--- src/rtl/sysid_pkg.sv ---
// Shared types and constants for the system-ID read checker.
package sysid_pkg;

    typedef enum logic [2:0] {
        ST_IDLE,
        ST_REQ_ID,
        ST_LAT_ID,
        ST_REQ_TS,
        ST_LAT_TS,
        ST_FIN
    } sysid_state_t;

    localparam logic SYSID_ADDR_ID = 1'b0;
    localparam logic SYSID_ADDR_TS = 1'b1;

    localparam logic [31:0] SYSID_DEFAULT_ID        = 32'd0;
    localparam logic [31:0] SYSID_DEFAULT_TIMESTAMP = 32'd1453155989;

    // Bits needed to count 0..max_count inclusive.
    function automatic int sysid_cnt_width(input int max_count);
        return (max_count < 1) ? 1 : $clog2(max_count + 1);
    endfunction

endpackage

--- src/rtl/avm_single_read.sv ---
// Single-word Avalon-MM read engine: issues one read per go pulse, rides out
// waitrequest, waits the fixed slave latency and reports data/valid/timeout.
// valid and data are combinational so the caller can capture on the same
// edge and launch the next read with no gap.
module avm_single_read
    import sysid_pkg::*;
#(
    parameter int READ_LATENCY   = 0,
    parameter int TIMEOUT_CYCLES = 255
) (
    input  logic        clock,
    input  logic        reset_n,
    input  logic        go,
    input  logic        addr,
    output logic        avm_read,
    output logic        avm_address,
    input  logic        avm_waitrequest,
    input  logic [31:0] avm_readdata,
    output logic        accepted,
    output logic        valid,
    output logic        timed_out,
    output logic [31:0] data
);

    localparam int                 STALL_W    = sysid_cnt_width(TIMEOUT_CYCLES);
    localparam logic [STALL_W-1:0] STALL_LAST = STALL_W'(TIMEOUT_CYCLES - 1);
    localparam logic [1:0]         LAT_LOAD   = 2'((READ_LATENCY > 0) ? READ_LATENCY - 1 : 0);

    logic [STALL_W-1:0] stall_cnt;
    logic [1:0]         lat_cnt;
    logic               lat_active;

    assign accepted  = avm_read & ~avm_waitrequest;
    // The last permitted stall cycle ends the read instead of extending it.
    assign timed_out = avm_read & avm_waitrequest & (stall_cnt == STALL_LAST);
    assign valid     = (READ_LATENCY == 0) ? accepted : (lat_active & (lat_cnt == 2'd0));
    assign data      = avm_readdata;

    // Read strobe, stall counting and latency countdown for one transfer.
    always_ff @(posedge clock or negedge reset_n) begin
        if (!reset_n) begin
            avm_read    <= 1'b0;
            avm_address <= 1'b0;
            stall_cnt   <= '0;
            lat_cnt     <= '0;
            lat_active  <= 1'b0;
        end else if (go) begin
            avm_read    <= 1'b1;
            avm_address <= addr;
            stall_cnt   <= '0;
            lat_cnt     <= '0;
            lat_active  <= 1'b0;
        end else if (avm_read) begin
            if (!avm_waitrequest) begin
                avm_read <= 1'b0;
                if (READ_LATENCY > 0) begin
                    lat_active <= 1'b1;
                    lat_cnt    <= LAT_LOAD;
                end
            end else if (timed_out) begin
                avm_read <= 1'b0;
            end else begin
                stall_cnt <= stall_cnt + 1'b1;
            end
        end else if (lat_active) begin
            if (lat_cnt == 2'd0) begin
                lat_active <= 1'b0;
            end else begin
                lat_cnt <= lat_cnt - 1'b1;
            end
        end
    end

endmodule

--- config.mk ---
export PLATFORM = sky130hd
export DESIGN_NAME = avm_single_read
export DESIGN_NICKNAME = d
export VERILOG_FILES = /design/src/rtl/sysid_pkg.sv /design/src/rtl/avm_single_read.sv
export SDC_FILE = /design/constraint.sdc
export NUM_CORES = 1
export LEC_CHECK = 0
export ABC_AREA = 1
export CORE_MARGIN = 2
export CORE_UTILIZATION = 32
export CTS_BUF_LIST = sky130_fd_sc_hd__clkbuf_4 sky130_fd_sc_hd__clkbuf_8
export DETAILED_ROUTE_END_ITERATION = 8
export PLACE_DENSITY = 0.88
export RECOVER_POWER = 25
export SLEW_MARGIN = 5
export SYNTH_ARGS = -nofsm -noshare
export SYNTH_HDL_FRONTEND = slang
export SYNTH_SLANG_ARGS = --single-unit
--- constraint.sdc ---
create_clock -name clock -period 1.6 [get_ports clock]
set_input_delay 0.24 -clock clock [delete_from_list [all_inputs] [get_ports clock]]
set_output_delay 0.24 -clock clock [all_outputs]
set_load 0.1 [all_outputs]
==> run summary <==
The launching element type of the critical path is a flip-flop. Once layout is complete, the cells apart from fillers number roughly 130. The minimum setup slack after placement is about 0.052 ns. For the finished layout, the period the worst path requires is 1.65 ns. The total of max-cap violations is 0. For this run, the post-layout net count is 136. The min-delay analysis places its worst path in the category in2async. The run finished, with violations left. The number of search-and-repair iterations in the first detailed-routing pass is 4. The number of placement rows came out at 18. The peak clock frequency supported by timing came out at approximately 0.61 GHz. The die is between 50 and 60 um wide. The share of the clock period used by the worst path came out at 1.03.

The total placed cells including tap cells is 119. The cell area after synthesis came out at roughly 840 um2. The critical path starts at stall_cnt[0].

The average cell area after synthesis came out at about 7.5 um2. On the final layout, the worst clock skew is 0.00643 ns. The number of antenna violations at the first check in global routing was 0. In this run the vertical extent of the chip is 55.3 um. The tightest hold path in the finished design has a slack of around 0.3 ns. The total wire length is 1.36 mm.

In this run the worst path has a maximum fanout of 2. The diode insertion count for antenna repair came out at 0. Headroom to the max-slew limit came out at 0.671. The number of failing setup endpoints in the final timing report is 1. The tree is rooted in a sky130_fd_sc_hd__clkbuf_4. The count of input and output buffers is 9. For this configuration, the core starts out at a cell density of 0.340.

The critical path is of the reg2out type. The Yosys step of the flow raised 0 warnings. The total overflow left after global routing is 0. The last weighted congestion value of the routability-driven placer is 0.836. The number of global-route vias before repair is 545.

The pin count of the biggest net entering global routing is 11. After the first detailed-routing iteration, the DRC count stood at 8. The number of vias in the routed layout is 568. The average detailed-routed wire length per instance is approximately 11 um. The worst-skew pair later-pin latency came out at between 0.2 and 0.3 ns. Synthesis produced a netlist with a net count of 152. The startpoint identified for the worst register-to-register timing path is stall_cnt[1]. Setup repair after global routing could not meet its margin everywhere. The count of final hold-check violations came out at 0. Once detail routing completed, the nets flagged for antenna violations numbered 0. The final reports fail on negative setup slack. The fraction of layout instances using a drive strength above 1 came out at 0.313. The fraction of the yosys area taken by sequential cells is 0.297. Once routing completed, OpenROAD measured the worst setup slack at -0.0470 ns. The largest vdd supply drop is 282 uV. Setup total negative slack on the finished layout was measured at -0.0470 ns.

The TritonCTS buffer count came out at 3. The number of pins with negative max-slew slack in the final report came out at 0. In this run the count of I/O pins placed on the die edge is 74. Dividing total power by cell area gives a power density of ~770 nW/um2.

In the synthesized netlist, the number of instances is between 100 and 150. The static leakage power came out at around 0.42 nW. Relative to the synthesized area, the layout overhead comes to 4.31%.

The first global-routing pass estimated approximately 2.4 mm of wire. The longest clock path from root to sink contains 2 buffers. The overall global routing resource usage came out at 0.0998. The count of different cell masters after synthesis came out at 16. The total half-perimeter wirelength after legalization and detailed placement is around 1.0 mm. The endpoint arrival time on the critical path is 1.41 ns. The post-synthesis register bit count is 10. The TritonCTS sink count came out at 10. At the pin with the least slew margin, the transition time is ~0.49 ns. The floorplan die area came out at 3060 um2. In this run the standard cell core region covers 2480 um2.

The deepest level of the CTS H-tree is 1. The required time at the endpoint of the critical path is 1.36 ns. The remaining routing DRC violations is 0. The clock-pin slew on the worst setup and hold paths is about 0.070 ns.

TritonCTS built the clock tree. STA classifies the critical path endpoint as a primary output. The per-cell via count in the routed design came out at between 4 and 5.
## final timing paths
| check | end | slack [ns] | cells past startpoint |
|---|---|---|---|
| max | timed_out | -0.05 | 7 |
| min | stall_cnt[5] | 0.30 | 1 |
| max reg2reg | stall_cnt[2] | 0.17 | 10 |
| min reg2reg | stall_cnt[4] | 0.54 | 2 |
| max in group asynchronous | avm_read | 0.92 | 1 |
| min in group clock | data[0] | 0.48 | 0 |
## per-layer routing
| metal | GRT usage | vias up | wire length (um) | part of all wire |
|---|---|---|---|---|
| met5 | 0 | - | 0 | 0 |
| met2 | 0.167 | 18 | 675 | 0.50 |
| met4 | 0.0488 | 0 | 17 | 0.013 |
| met1 | 0.103 | 262 | 546 | 0.40 |
| met3 | 0.0492 | 2 | 118 | 0.087 |
| li1 | - | 286 | - | - |
## cells in the final DEF (no fill, tap or decap), drive strengths merged
master and count:
a21oi 1, buf 8, clkbuf 4, clkdlybuf4s50 4, clkinv 1, dfrtp 10
ha 2, inv 8, nand2 31, nand3 7, nand4 3, nor2 13
o21ai 1, xor2 3
## area by class of cell
class | count | area (um2)
multi-input combinational | 61 | 348
clock buffer | 4 | 36.3
tap | 30 | 37.5
timing repair buffer | 12 | 163
sequential | 10 | 255
inverter | 9 | 38.8
fill | 249 | 1600
## timing repair
item | in CTS | in global routing
hold buffers | 0 | 0
endpoints found under the setup margin | 1 | 1
pin swaps | 3 | 0
setup buffers | 2 | 1
resized for setup | 2 | 1
## metrics by stage
step	instance area, um2	power (W)	utilization
after floorplan	891	0.000764	-
after detailed placement	808	0.000443	0.326
final	878	0.000676	0.355
after global routing	878	0.000716	0.355
after CTS	866	0.000677	0.349
after global placement	808	0.000440	0.326
## Yosys cell counts
cell / n / share of area
sky130_fd_sc_hd__dfrtp_1: 10 / 0.30
sky130_fd_sc_hd__inv_2: 2 / 0.0089
sky130_fd_sc_hd__nand2_4: 1 / 0.013
sky130_fd_sc_hd__clkinv_4: 1 / 0.010
sky130_fd_sc_hd__buf_4: 33 / 0.29
sky130_fd_sc_hd__nand2_2: 4 / 0.030
sky130_fd_sc_hd__o21ai_1: 1 / 0.0059
sky130_fd_sc_hd__nor2_4: 1 / 0.013
sky130_fd_sc_hd__nor2_1: 12 / 0.053
sky130_fd_sc_hd__inv_1: 6 / 0.027
sky130_fd_sc_hd__nand3_1: 7 / 0.042
sky130_fd_sc_hd__nand2_1: 26 / 0.12
sky130_fd_sc_hd__a21oi_1: 1 / 0.0059
sky130_fd_sc_hd__xor2_1: 3 / 0.031
sky130_fd_sc_hd__nand4_1: 3 / 0.022
sky130_fd_sc_hd__ha_1: 2 / 0.030
## power by group
part | switching (W) | internal, W | total (W)
combinational | 0.000105 | 0.0000627 | 0.000167
sequential | 0.0000143 | 0.000265 | 0.000279
clock | 0.0000911 | 0.000138 | 0.000230
total | 0.000210 | 0.000466 | 0.000676
## sequential cells by signal (all words and copies together), names as in the netlist
signal and cells:
avm_read 1, avm_address 1, stall_cnt 8
## worst max-delay path: stages (launching register included)
cell and delay (ns):
sky130_fd_sc_hd__dfrtp_1 0.39, sky130_fd_sc_hd__inv_2 0.08, sky130_fd_sc_hd__ha_4 0.14, sky130_fd_sc_hd__nand2_4 0.05, sky130_fd_sc_hd__nor2_4 0.09, sky130_fd_sc_hd__nand2_2 0.09
sky130_fd_sc_hd__nor2_4 0.11, sky130_fd_sc_hd__buf_12 0.18
## cell families after synthesis
| logic type | share of synthesized area |
|---|---|
| AOI/OAI and AO/OA | 0.0119 |
| xor gates and xnor gates | 0.0312 |
| adders and majority gates | 0.0297 |
| buffers and inverters | 0.340 |
| DFF | 0.297 |
| and+or+nand+nor | 0.290 |
Note: power is estimated with default switching activity, not from simulation.
